$ cat config.mk
export PLATFORM = sky130hd
export DESIGN_NAME = volume_meter_flat
export DESIGN_NICKNAME = d
export VERILOG_FILES = /design/src/rtl/volume_meter_if.sv /design/src/rtl/volume_meter.sv /design/src/flat_wrapper.sv
export SDC_FILE = /design/constraint.sdc
export NUM_CORES = 1
export LEC_CHECK = 0
export ABC_AREA = 1
export ABC_CLOCK_PERIOD_IN_PS = 2000
export BUFFER_PORTS_ARGS = -buffer_cell sky130_fd_sc_hd__buf_2
export CORE_UTILIZATION = 55
export DETAILED_ROUTE_END_ITERATION = 16
export MAX_ROUTING_LAYER = met4
export PLACE_DENSITY_LB_ADDON = 0.3
export SETUP_SLACK_MARGIN = 0.05
export SYNTH_ARGS = -nofsm -noshare
export SYNTH_HDL_FRONTEND = slang
export SYNTH_SLANG_ARGS = --single-unit
$ cat constraint.sdc
create_clock -name clk -period 2 [get_ports clk]
set_clock_uncertainty 0.1 [all_clocks]
set_input_delay 0.6 -clock clk [delete_from_list [all_inputs] [get_ports clk]]
set_output_delay 0.6 -clock clk [all_outputs]
set_load 0.005 [all_outputs]
$ cat src/rtl/volume_meter_if.sv
// Control/data bundle between the APU volume source and the LED meter.
// The master drives volumes and controls; the slave returns the levels and PWM outputs.
interface volume_meter_if #(
    parameter int CHANNELS  = 5,
    parameter int VOL_WIDTH = 4
);
    logic                            tick_en;
    logic [CHANNELS*VOL_WIDTH-1:0]   volumes;
    logic [CHANNELS-1:0]             mute;
    logic                            peak_mode;
    logic [CHANNELS*VOL_WIDTH-1:0]   level;
    logic [CHANNELS-1:0]             pwm_out;

    modport master (
        output tick_en, volumes, mute, peak_mode,
        input  level, pwm_out
    );

    modport slave (
        input  tick_en, volumes, mute, peak_mode,
        output level, pwm_out
    );
endinterface

$ cat src/rtl/volume_meter.sv
// Multi-channel sound-level meter: per-channel level tracking with optional
// peak-hold/decay, square-law duty, and one shared PWM counter.
module volume_meter #(
    parameter int CHANNELS   = 5,
    parameter int VOL_WIDTH  = 4,
    parameter int PWM_WIDTH  = 8,
    parameter int HOLD_TICKS = 30
) (
    input  logic          clk,
    input  logic          reset,
    volume_meter_if.slave bus
);
    localparam int SQ_W   = 2 * VOL_WIDTH;
    localparam int HOLD_W = (HOLD_TICKS > 0) ? $clog2(HOLD_TICKS + 1) : 1;
    localparam logic [HOLD_W-1:0] HOLD_INIT = HOLD_W'(HOLD_TICKS);

    logic [PWM_WIDTH-1:0] cnt_q, cnt_d;
    logic [VOL_WIDTH-1:0] level_arr [CHANNELS];
    logic                 pwm_arr   [CHANNELS];
    logic [CHANNELS*VOL_WIDTH-1:0] level_flat;
    logic [CHANNELS-1:0]           pwm_flat;

    always_comb begin
        cnt_d = cnt_q + 1'b1;
    end

    always_ff @(posedge clk) begin
        if (reset) cnt_q <= '0;
        else       cnt_q <= cnt_d;
    end

    for (genvar gi = 0; gi < CHANNELS; gi++) begin : g_chan
        logic [VOL_WIDTH-1:0] v_q, v_d;
        logic [VOL_WIDTH-1:0] l_q, l_d;
        logic [HOLD_W-1:0]    hold_q, hold_d;
        logic [PWM_WIDTH-1:0] duty_q, duty_d;
        logic                 pwm_q, pwm_d;
        logic [SQ_W-1:0]      sq;
        logic [PWM_WIDTH-1:0] duty;

        // A fresh peak (v >= L) takes precedence over a decay tick.
        always_comb begin
            v_d    = bus.volumes[gi*VOL_WIDTH +: VOL_WIDTH];
            l_d    = l_q;
            hold_d = hold_q;
            if (bus.mute[gi]) begin
                l_d    = '0;
                hold_d = '0;
            end else if (!bus.peak_mode) begin
                l_d    = v_q;
                hold_d = '0;
            end else if (v_q >= l_q) begin
                l_d    = v_q;
                hold_d = HOLD_INIT;
            end else if (bus.tick_en) begin
                if (hold_q != '0)    hold_d = hold_q - 1'b1;
                else if (l_q != '0)  l_d    = l_q - 1'b1;
            end
        end

        always_comb begin
            sq = SQ_W'(l_q) * SQ_W'(l_q);
        end

        if (PWM_WIDTH >= SQ_W) begin : g_widen
            always_comb duty = PWM_WIDTH'(sq) << (PWM_WIDTH - SQ_W);
        end else begin : g_narrow
            always_comb duty = PWM_WIDTH'(sq >> (SQ_W - PWM_WIDTH));
        end

        // Duty only changes at the period boundary so every period is whole.
        always_comb begin
            duty_d = (cnt_q == '1) ? duty : duty_q;
            pwm_d  = (cnt_q < duty_q);
        end

        always_ff @(posedge clk) begin
            if (reset) begin
                v_q    <= '0;
                l_q    <= '0;
                hold_q <= '0;
                duty_q <= '0;
                pwm_q  <= 1'b0;
            end else begin
                v_q    <= v_d;
                l_q    <= l_d;
                hold_q <= hold_d;
                duty_q <= duty_d;
                pwm_q  <= pwm_d;
            end
        end

        assign level_arr[gi] = l_q;
        assign pwm_arr[gi]   = pwm_q;
    end

    always_comb begin
        level_flat = '0;
        pwm_flat   = '0;
        for (int i = 0; i < CHANNELS; i++) begin
            level_flat[i*VOL_WIDTH +: VOL_WIDTH] = level_arr[i];
            pwm_flat[i]                          = pwm_arr[i];
        end
    end

    assign bus.level   = level_flat;
    assign bus.pwm_out = pwm_flat;
endmodule

$ cat src/flat_wrapper.sv
// flat-port wrapper written by rule: the top's interface ports become plain ports
module volume_meter_flat 
#(
    parameter int CHANNELS   = 5,
    parameter int VOL_WIDTH  = 4,
    parameter int PWM_WIDTH  = 8,
    parameter int HOLD_TICKS = 30
)
  (clk, reset, bus_tick_en, bus_volumes, bus_mute, bus_peak_mode, bus_level, bus_pwm_out);
  volume_meter_if #(.CHANNELS(CHANNELS), .VOL_WIDTH(VOL_WIDTH)) bus_i ();
  input  logic clk;
  input  logic reset;
  input wire logic [$bits(bus_i.tick_en)-1:0] bus_tick_en;
  input wire logic [$bits(bus_i.volumes)-1:0] bus_volumes;
  input wire logic [$bits(bus_i.mute)-1:0] bus_mute;
  input wire logic [$bits(bus_i.peak_mode)-1:0] bus_peak_mode;
  output wire logic [$bits(bus_i.level)-1:0] bus_level;
  output wire logic [$bits(bus_i.pwm_out)-1:0] bus_pwm_out;
  assign bus_i.tick_en = bus_tick_en;
  assign bus_i.volumes = bus_volumes;
  assign bus_i.mute = bus_mute;
  assign bus_i.peak_mode = bus_peak_mode;
  assign bus_level = bus_i.level;
  assign bus_pwm_out = bus_i.pwm_out;
  volume_meter #(.CHANNELS(CHANNELS), .VOL_WIDTH(VOL_WIDTH), .PWM_WIDTH(PWM_WIDTH), .HOLD_TICKS(HOLD_TICKS)) u_core (.clk(clk), .reset(reset), .bus(bus_i));
endmodule
==> results_dict.tcl <==
set metrics [dict create \
    status "completed" \
    dp_hpwl_um 11000 \
    p_leak_nw 4.34 \
    wl_um 15100 \
    htree_levels 4 \
    num_io_pins 54 \
    p_switching_w 0.00161 \
    pwr-share-clk_pct 46.6 \
    critPathRequiredTime_ns 2.20 \
    powerDensity_nw_per_um2 747 \
    r2r_end "u_core.g_chan[0].l_q[2]$_SDFFE_PP0P_" \
    peakVddDrop_v 0.000503 \
    syn_inst 1016 \
    avgViaCountPerCell 5.03 \
    drt_iter0_markers 370 \
    crit_arrival_ns 2.02 \
    r2r-start "u_core.g_chan[0].l_q[3]$_SDFFE_PP0P_" \
    fp.dieH_um 116 \
    dpl_cell_area_um2 7640 \
    clkSinkCount 113 \
    fin_crit_sh_pct 91.0 \
    root_buffer "clkbuf_16" \
    cts_hold_buffers 0 \
    max_freq_mhz 550 \
    netlist.area_leader.share_pct 31.7 \
    synth_area_leader_cell "dfxtp_1" \
    setup_viol 0 \
    final_max_slew_viol_count 0 \
    grt_usage_pct 24.9 \
    setup_tns_ns 0 \
    crit_chain "inv_1, ha_1, a21oi_1, nand3_2, nor2_4, nand2_1, nor2_1, nor2_1" \
    ys_seq_area_share_pct 31.7 \
    synth_nets 1138 \
    async_flop_share_pct 0 \
    critPathSlowestCell "ha_1" \
    critPathLaunch "u_core.g_chan[0].l_q[3]$_SDFFE_PP0P_" \
    critPathMaxFanout 5 \
    ys_ff_latch 113 \
    tightest_slew_ns 0.439 \
    syn_avg_cell_area_um2 7.03 \
    pwr-share-seq_pct 38.7 \
    power_frac_comb_pct 14.7 \
    initial_core_util_pct 56.6 \
    r2r_cells 8 \
    critPathMaxStageDelay_ns 0.33 \
    crit_type "flop to flop" \
    final_util_pct 65.6 \
    ant_nets 0 \
    final_area_um2 8270 \
    yosysMostFrequentCell "inv_1" \
    synth_warnings 0 \
    power_w 0.00618 \
    grt_pass1_wl_um 25700 \
    place_congestion 0.922 \
    drc_errors 0 \
    synth.area.top_cells "dfxtp_1, ha_1, inv_1" \
    grt_pass1_vias 5883 \
    hold_viol_final 0 \
    netlist_area_um2 7150 \
    endpoint_kind "flop" \
    cts_tree "yes" \
    maxSlewHeadroom_pct 70.7 \
    grt-ovfl-total 0 \
    vias 6410 \
    switching_share_pct 26.1 \
    final_nets 1212 \
    crit_end "u_core.g_chan[0].l_q[2]$_SDFFE_PP0P_" \
    yosysUniqueCellTypes 35 \
    clkLatencyLatePin_ns 0.41 \
    cts_made_buffers 17 \
    antenna_found_initial 0 \
    holdCritPathClass "input port to flop" \
    clk_pin_slew_ns 0.05 \
    internal_power_w 0.00457 \
    port_buffers 53 \
    wl_per_cell_um 11.9 \
    rsz0062_at_grt "true" \
    reg2reg_slack_ns 0.18 \
    min_period_ns 1.82 \
    diodes 0 \
    die_x_um 116 \
    grt_max_degree 46 \
    drive_gt1_share_pct 12.6 \
    syn_to_final_growth_pct 15.8 \
    synth_ff_type "dfxtp_1" \
    worstSetupStartpointType "flop" \
    rows 41 \
    clk_path_buf_depth 2 \
    cpMostUsedCell "nor2_1" \
    dieArea_um2 13500 \
    core_area_um2 12600 \
    max_cap_viol_count 0 \
    dr.pass1.iters 5 \
    yosys-top-cells-count "inv_1, nand2_1, dfxtp_1, nor2_1, ha_1" \
    synth-edff-count 0 \
]
## power groups by stage
stage / Sequential [W] / Clock, W / Combinational [W]
finish: 0.00239 / 0.00288 / 0.000908
floorplan: 0.00243 / 0 / 0.000632
global placement: 0.00243 / 0 / 0.000856
detailed placement: 0.00243 / 0 / 0.000872
global route: 0.00240 / 0.00304 / 0.00104
CTS: 0.00239 / 0.00292 / 0.000887
## per-stage QoR
| step | cells | hold slack [ns] | worst slack (ns) |
|---|---|---|---|
| floorplan | 1016 | 0.330 | 0.150 |
| detailed placement | 1240 | 0.347 | 0.0518 |
| global route | 1274 | 0.285 | 0.00508 |
| finish | 1274 | 0.284 | 0.181 |
| global placement | 1240 | 0.343 | 0.0773 |
| CTS | 1271 | 0.274 | 0.0621 |
## layout make-up
type | instances | area, µm²
fill | 1162 | 4350
multi-input combinational | 677 | 3970
sequential | 113 | 2270
inverter | 196 | 736
clock buffer | 26 | 519
timing repair buffer | 85 | 518
tap | 172 | 215
clock inverter | 5 | 50.0
## metal layers
layer	vias up	global-route usage, %	routed length [µm]
li1	3375	-	-
met1	2876	30.9	7100
met2	135	40.7	7080
met3	24	4.45	688
met4	0	8.72	254
met5	-	-	0
## sequential cells by signal (all words and copies together), names as in the netlist
| register | count |
|---|---|
| u_core.g_chan.v_q | 20 |
| u_core.g_chan.duty_q | 35 |
| u_core.g_chan.pwm_q | 5 |
| u_core.g_chan.l_q | 20 |
| u_core.g_chan.hold_q | 25 |
| u_core.cnt_q | 8 |
## cells in the final DEF, fill, tap and decap left out, types with 3 or more instances in the layout
| cell type | synthesis | final |
|---|---|---|
| a21oi_1 | 85 | 85 |
| and2_1 | 5 | 5 |
| buf_2 | 5 | 53 |
| buf_4 | 11 | 31 |
| clkbuf_1 | 6 | 3 |
| clkbuf_16 | 0 | 17 |
| clkbuf_8 | 0 | 6 |
| clkinv_2 | 0 | 4 |
| dfxtp_1 | 113 | 108 |
| dfxtp_2 | 0 | 5 |
| ha_1 | 91 | 91 |
| inv_1 | 193 | 191 |
| inv_2 | 3 | 5 |
| nand2_1 | 187 | 187 |
| nand3_1 | 59 | 58 |
| nand3_2 | 2 | 3 |
| nand3b_1 | 10 | 10 |
| nand4_1 | 15 | 15 |
| nor2_1 | 111 | 107 |
| nor2_2 | 2 | 4 |
| nor3_1 | 11 | 10 |
| o211ai_1 | 6 | 6 |
| o21ai_0 | 45 | 43 |
| o21ai_1 | 10 | 11 |
| xnor2_1 | 5 | 5 |
| xor2_1 | 18 | 18 |
## how the worst min path moves through the flow
stage / start / endpoint / slack (ns) / cells past startpoint
finish: bus_volumes[11] / u_core.g_chan[2].v_q[3]$_SDFF_PP0_ / 0.28 / 3
global route: bus_volumes[5] / u_core.g_chan[1].v_q[1]$_SDFF_PP0_ / 0.28 / 3
CTS: bus_volumes[11] / u_core.g_chan[2].v_q[3]$_SDFF_PP0_ / 0.27 / 3
floorplan: u_core.cnt_q[0]$_SDFF_PP0_ / u_core.cnt_q[0]$_SDFF_PP0_ / 0.33 / 1
detailed placement: u_core.g_chan[2].hold_q[4]$_SDFFE_PP0P_ / u_core.g_chan[2].hold_q[4]$_SDFFE_PP0P_ / 0.35 / 2
global placement: u_core.cnt_q[0]$_SDFF_PP0_ / u_core.cnt_q[0]$_SDFF_PP0_ / 0.34 / 1
## repair_timing
action                                  CTS  global route
endpoints found under the setup margin    2            31
buffers inserted                          0             3
pin swaps                                 0             3
resized for setup                         1            18
cloned                                    0             0
## kinds of logic (layout without fill, tap and decap cells)
logic type,after synthesis,after routing,synth area share [%]
simple gates,405,405,24.2
buf+inv,226,312,13.3
compound gates,156,156,11.5
flops,113,113,31.7
fa+ha+maj,93,93,16.5
xor+xnor,23,23,2.82
## worst max-delay path: cells and delay by family, from the launching register on
| family | cells | cell delay, ns |
|---|---|---|
| buf+inv | 1 | 0.06 |
| flops | 1 | 0.32 |
| compound gates | 1 | 0.28 |
| fa+ha+maj | 1 | 0.33 |
| simple gates | 5 | 0.63 |
(Power assumes the default switching activity.)
